[src/rtl/serial_adder_nbit.sv]
// serial_adder_nbit
//   Digit-serial unsigned adder. An accepted Start loads A, B and Cin; the
//   operands are then consumed DIGIT bits per clock, least significant digit
//   first, over N = WIDTH/DIGIT RUN cycles. The final Sum/Carry are
//   registered on the RUN->DONE edge and held until the next completion.
//
//   Optional feature macro: SERIAL_ADDER_SUB_EN adds a Sub input. A captured
//   Sub=1 computes A + ~B + 1 (Cin ignored), so Carry=1 means A >= B.
//
// Ports
//   clk    in   clock, all state on rising edge
//   rst    in   synchronous active-high reset
//   Start  in   request, sampled only in IDLE
//   A, B   in   WIDTH-bit operands, captured on accepted Start
//   Cin    in   carry-in, captured on accepted Start
//   Sub    in   (SERIAL_ADDER_SUB_EN only) subtract select, captured with Start
//   Busy   out  high while in RUN
//   Done   out  one-cycle pulse, Sum/Carry valid
//   Sum    out  registered low WIDTH bits of the result
//   Carry  out  registered carry-out of bit WIDTH-1
module serial_adder_nbit #(
  parameter int WIDTH = 8,
  parameter int DIGIT = 1
) (
  input  logic             clk,
  input  logic             rst,
  input  logic             Start,
  input  logic [WIDTH-1:0] A,
  input  logic [WIDTH-1:0] B,
  input  logic             Cin,
`ifdef SERIAL_ADDER_SUB_EN
  input  logic             Sub,
`endif
  output logic             Busy,
  output logic             Done,
  output logic [WIDTH-1:0] Sum,
  output logic             Carry
);

  localparam int N  = WIDTH / DIGIT;
  localparam int CW = (N > 1) ? $clog2(N) : 1;

  typedef enum logic [1:0] {IDLE, RUN, DONE} state_t;

  state_t           state_q, state_d;
  logic [WIDTH-1:0] a_q, a_d, b_q, b_d;
  logic [WIDTH-1:0] psum_q, psum_d;
  logic [WIDTH-1:0] sum_q, sum_d;
  logic             c_q, c_d;
  logic             carry_q, carry_d;
  logic [CW-1:0]    cnt_q, cnt_d;

  logic [DIGIT:0]   dig;
  logic [WIDTH-1:0] psum_nx;
  logic [WIDTH-1:0] b_in;
  logic             c_in;

`ifdef SERIAL_ADDER_SUB_EN
  // Subtraction as two's complement: invert B, force carry-in to 1.
  assign b_in = Sub ? ~B : B;
  assign c_in = Sub ? 1'b1 : Cin;
`else
  assign b_in = B;
  assign c_in = Cin;
`endif

  // One digit of the add; dig[DIGIT] is the digit carry-out.
  assign dig = {1'b0, a_q[DIGIT-1:0]} + {1'b0, b_q[DIGIT-1:0]}
             + {{DIGIT{1'b0}}, c_q};

  // New digit enters the partial sum from the MSB side, so after N shifts
  // the first (least significant) digit lands at bit 0.
  assign psum_nx = (psum_q >> DIGIT) | (WIDTH'(dig[DIGIT-1:0]) << (WIDTH - DIGIT));

  always_comb begin
    state_d = state_q;
    a_d     = a_q;
    b_d     = b_q;
    c_d     = c_q;
    psum_d  = psum_q;
    cnt_d   = cnt_q;
    sum_d   = sum_q;
    carry_d = carry_q;
    case (state_q)
      IDLE: begin
        if (Start) begin
          state_d = RUN;
          a_d     = A;
          b_d     = b_in;
          c_d     = c_in;
          psum_d  = '0;
          cnt_d   = '0;
        end
      end
      RUN: begin
        a_d    = a_q >> DIGIT;
        b_d    = b_q >> DIGIT;
        c_d    = dig[DIGIT];
        psum_d = psum_nx;
        cnt_d  = cnt_q + 1'b1;
        if (cnt_q == CW'(N - 1)) begin
          state_d = DONE;
          sum_d   = psum_nx;
          carry_d = dig[DIGIT];
          cnt_d   = '0;
        end
      end
      DONE:    state_d = IDLE;
      default: state_d = IDLE;
    endcase
  end

  always_ff @(posedge clk) begin
    if (rst) begin
      state_q <= IDLE;
      a_q     <= '0;
      b_q     <= '0;
      c_q     <= 1'b0;
      psum_q  <= '0;
      cnt_q   <= '0;
      sum_q   <= '0;
      carry_q <= 1'b0;
    end else begin
      state_q <= state_d;
      a_q     <= a_d;
      b_q     <= b_d;
      c_q     <= c_d;
      psum_q  <= psum_d;
      cnt_q   <= cnt_d;
      sum_q   <= sum_d;
      carry_q <= carry_d;
    end
  end

  // Busy/Done decode straight from the state register: glitch-free and
  // mutually exclusive by construction.
  assign Busy  = (state_q == RUN);
  assign Done  = (state_q == DONE);
  assign Sum   = sum_q;
  assign Carry = carry_q;

endmodule

[config.mk]
export PLATFORM = sky130hd
export DESIGN_NAME = serial_adder_nbit
export DESIGN_NICKNAME = d
export VERILOG_FILES = /design/src/rtl/serial_adder_nbit.sv
export SDC_FILE = /design/constraint.sdc
export NUM_CORES = 1
export LEC_CHECK = 0
export ABC_AREA = 1
export BUFFER_PORTS_ARGS = -buffer_cell sky130_fd_sc_hd__buf_2
export CELL_PAD_IN_SITES_DETAIL_PLACEMENT = 1
export CELL_PAD_IN_SITES_GLOBAL_PLACEMENT = 1
export CORE_MARGIN = 1
export CORE_UTILIZATION = 36
export CTS_CLUSTER_SIZE = 40
export DETAILED_ROUTE_END_ITERATION = 7
export GPL_TIMING_DRIVEN = 0
export MAX_ROUTING_LAYER = met4
export PLACE_DENSITY_LB_ADDON = 0.05
export SKIP_CTS_REPAIR_TIMING = 1
export SLEW_MARGIN = 15
export SYNTH_ARGS = -nofsm -noshare
export SYNTH_HDL_FRONTEND = slang
export SYNTH_SLANG_ARGS = --single-unit
[constraint.sdc]
create_clock -name clk -period 1.3 [get_ports clk]
set_clock_uncertainty 0.2 [all_clocks]
set_input_delay 0.195 -clock clk [delete_from_list [all_inputs] [get_ports clk]]
set_output_delay 0.195 -clock clk [all_outputs]
set_load 0.01 [all_outputs]
==> impl_results.rst <==
.. list-table::
   :header-rows: 1

   * - Metric
     - Value
   * - Number of instances on the worst hold path
     - 5
   * - Crit Reg-Reg Startpoint
     - state_q[0]$_SDFFE_PP0P_
   * - Final-layout setup total negative slack
     - -2.33 ns
   * - ANT nets after route
     - 0
   * - Clk Latency, worst-skew pair
     - 0.30 ns
   * - LEAKAGE
     - 1.19 nW
   * - Worst reg2reg path endpoint
     - psum_q[5]$_SDFFE_PP0P_
   * - End point of the critical path
     - Busy
   * - Wire length of the first global-routing pass
     - 7480 um
   * - Worst slew margin relative to its limit
     - 0.553
   * - Cell-by-cell listing of the critical path
     - buf_8, nand2_8, inv_4, buf_6, buf_6
   * - Max Freq
     - 658 MHz
   * - Register area share after synthesis
     - 0.409
   * - Final Hold Violating Endpoints
     - 0
   * - Final-layout worst hold slack
     - 0.0397 ns
   * - Most Frequent Cell on Critical Path
     - sky130_fd_sc_hd__buf_6
   * - Post-synthesis instance area
     - 1860 um2
   * - Clock-pin slew of the registers on the worst-case setup and hold paths
     - 0.08 ns
   * - Critical path's slowest cell
     - sky130_fd_sc_hd__dfxtp_2
   * - Post-layout instance area
     - 2620 um2
   * - DR WL/cell
     - 14.5 um
   * - Placed Instance Area
     - 2100 um2
   * - Slew of the pin with the lowest slew margin
     - 0.670 ns
   * - Nature of the critical path endpoint
     - output pin
   * - Placeable core region
     - 4850 um2
   * - Vias/cell
     - 4.94
   * - Overall routed net length
     - 5310 um
   * - Worst reg-to-reg path cell count
     - 8
   * - Pins Over Slew Limit
     - 0
   * - Least setup slack across all paths after layout
     - -0.220 ns
   * - Synth warn
     - 0
   * - Number of stages on the worst setup path
     - 5
   * - Number of standard cells after synthesis
     - 238
   * - Height of the die
     - 73.9 um
   * - DIE WIDTH
     - 73.9 um
   * - Largest net degree at the start of global routing
     - 12
   * - Vias in the first global route
     - 1630
   * - Max Cap Violations
     - 0
   * - Worst path required time
     - 0.90 ns
   * - Post-placement setup slack
     - -0.162 ns
   * - Initial Utilization
     - 0.384
   * - Start point of the critical path
     - state_q[0]$_SDFFE_PP0P_
   * - Filler cell count in the final layout
     - 594
   * - Critical-path maximum fanout
     - 8
   * - Final setup viols
     - 32
   * - Proportion of layout cells with a drive suffix above 1
     - 0.446
   * - Kind of critical path
     - reg2out
   * - Global placement routability congestion
     - 0.708
   * - Slack of the worst reg-to-reg path
     - -0.12 ns
   * - Kind of cell adding the most delay to the critical path
     - buffers and inverters
   * - Cell Rows
     - 25
   * - Final critical path time including I/O delays and setup
     - 1.52 ns
   * - Number of optimization iterations in the first detailed-route pass
     - 4
   * - Average cell area after synthesis
     - 7.82 um2
   * - Largest vdd supply drop
     - 0.643 mV
   * - Drt first-iter violations
     - 104
   * - Sum of buffers and inverters on the critical path
     - 4
   * - RSZ-0062 raised after global routing
     - true
   * - CP startpoint kind
     - register
   * - Clock buffer count from CTS
     - 5
   * - Number of flip-flops and latches in the synthesized netlist
     - 38
   * - Area Overhead vs Synth
     - 40.6%
   * - Total via count after detailed routing
     - 1802
   * - Total number of nets in the final design
     - 321
   * - Die footprint
     - 5460 um2
   * - CTS tree
     - built
   * - Data arrival, critical path
     - 1.12 ns
   * - Root Buffer
     - sky130_fd_sc_hd__clkbuf_8
   * - Cell area power density
     - 996 nW/um2
   * - Failing checks
     - setup timing
   * - Top-level I/O count
     - 31
   * - Post-DP HPWL
     - 3060 um
   * - Most common cell after layout, fill and taps aside
     - sky130_fd_sc_hd__nand3_1
   * - Mapped Nets
     - 261
   * - Type of the tightest min-delay check
     - in2reg
   * - TritonCTS sink count
     - 38
   * - Commonest cells after routing, fill and taps aside
     - sky130_fd_sc_hd__nand3_1, sky130_fd_sc_hd__dfxtp_1, sky130_fd_sc_hd__nand2_1, sky130_fd_sc_hd__buf_2, sky130_fd_sc_hd__inv_1
   * - Number of buffer cells added on primary ports
     - 29
   * - Final core occ
     - 0.540
   * - DR DRC count
     - 0
   * - Antenna fix cells
     - 0
   * - GRT Util Overall
     - 0.191
   * - Number of distinct standard cells referenced by the synthesized netlist
     - 24
   * - Number of antenna violations at the first check in global routing
     - 0
   * - Number of buffers on the longest clock path
     - 2
   * - Fin crit share
     - 1.17
   * - Total overflow reported by the global router
     - 0
   * - Run status
     - finished, violations left
   * - Number of levels the H-tree was split into
     - 2
   * - CP peak stage delay
     - 0.34 ns
## worst min path at each step
stage | slack [ns] | to | start
after global routing | 0.07 | b_q[3]$_SDFFE_PP0P_ | B[3]
after CTS | -0.05 | a_q[7]$_SDFFE_PP0P_ | A[7]
final | 0.04 | b_q[0]$_SDFFE_PP0P_ | B[0]
after global placement | 0.26 | a_q[7]$_SDFFE_PP0P_ | A[7]
after floorplan | 0.14 | a_q[7]$_SDFFE_PP0P_ | A[7]
after detailed placement | 0.26 | a_q[7]$_SDFFE_PP0P_ | A[7]
## cell usage after synthesis, drive strengths merged
library cell | count | area (um2)
a21boi | 1 | 7.51
a21oi | 24 | 158
buf | 14 | 120
clkbuf | 1 | 3.75
dfxtp | 38 | 761
fa | 1 | 20.0
ha | 2 | 25.0
inv | 33 | 126
nand2 | 46 | 204
nand3 | 61 | 355
nor2 | 13 | 58.8
o21a | 1 | 7.51
o21ai | 3 | 15.0
## layout make-up
| cell class | instances | area, um2 | area share |
|---|---|---|---|
| clock inverter | 2 | 10.0 | 0.00382 |
| inverter | 33 | 139 | 0.0531 |
| tap | 67 | 83.8 | 0.0320 |
| timing repair buffer | 53 | 380 | 0.145 |
| buffer | 14 | 155 | 0.0593 |
| clock buffer | 5 | 68.8 | 0.0263 |
| sequential | 38 | 767 | 0.293 |
| multi-input combinational | 153 | 1010 | 0.387 |
## metrics by stage
stage	std cells	power, mW
floorplan	238	1.57
global placement	334	1.68
detailed placement	334	1.68
CTS	341	2.46
global route	365	2.72
finish	365	2.61
## metal layers
layer  up-vias  GRT usage  share of wire
met3         9     0.0412          0.024
met4         0      0.100          0.017
met2        31      0.269           0.49
li1        893          -              -
met5         -          -              0
met1       869      0.254           0.47
## report_power, final
group	internal [mW]	switching, mW	leakage [nW]
Clock	0.360	0.430	0.0438
Combinational	0.268	0.295	0.835
Sequential	1.22	0.0341	0.312
Total	1.85	0.759	1.19
## worst register-to-register path, stage by stage, from the launching register on
cell                      delay (ns)
sky130_fd_sc_hd__dfxtp_2        0.33
sky130_fd_sc_hd__buf_8          0.14
sky130_fd_sc_hd__nand2_8        0.08
sky130_fd_sc_hd__inv_4          0.04
sky130_fd_sc_hd__buf_6          0.12
sky130_fd_sc_hd__buf_4          0.14
sky130_fd_sc_hd__buf_6          0.11
sky130_fd_sc_hd__nand2_2        0.05
sky130_fd_sc_hd__a21oi_1        0.06
## registers in the layout, summed over array words and instances, names as in the netlist
signal   count
Carry        1
psum_q       7
state_q      2
cnt_q        3
b_q          8
c_q          1
a_q          8
Sum          8
## cell families (layout without fill, tap and decap cells)
group                    count (synthesis)  after routing  share of synthesized area
flip-flops                              38             38                      0.409
buffers and inverters                   48            107                      0.134
AO/OA/AOI/OAI                           29             29                      0.101
adder cells (fa/ha/maj)                  3              3                     0.0242
AND/OR/NAND/NOR                        120            121                      0.332
Power figures use the tool's default switching activity.
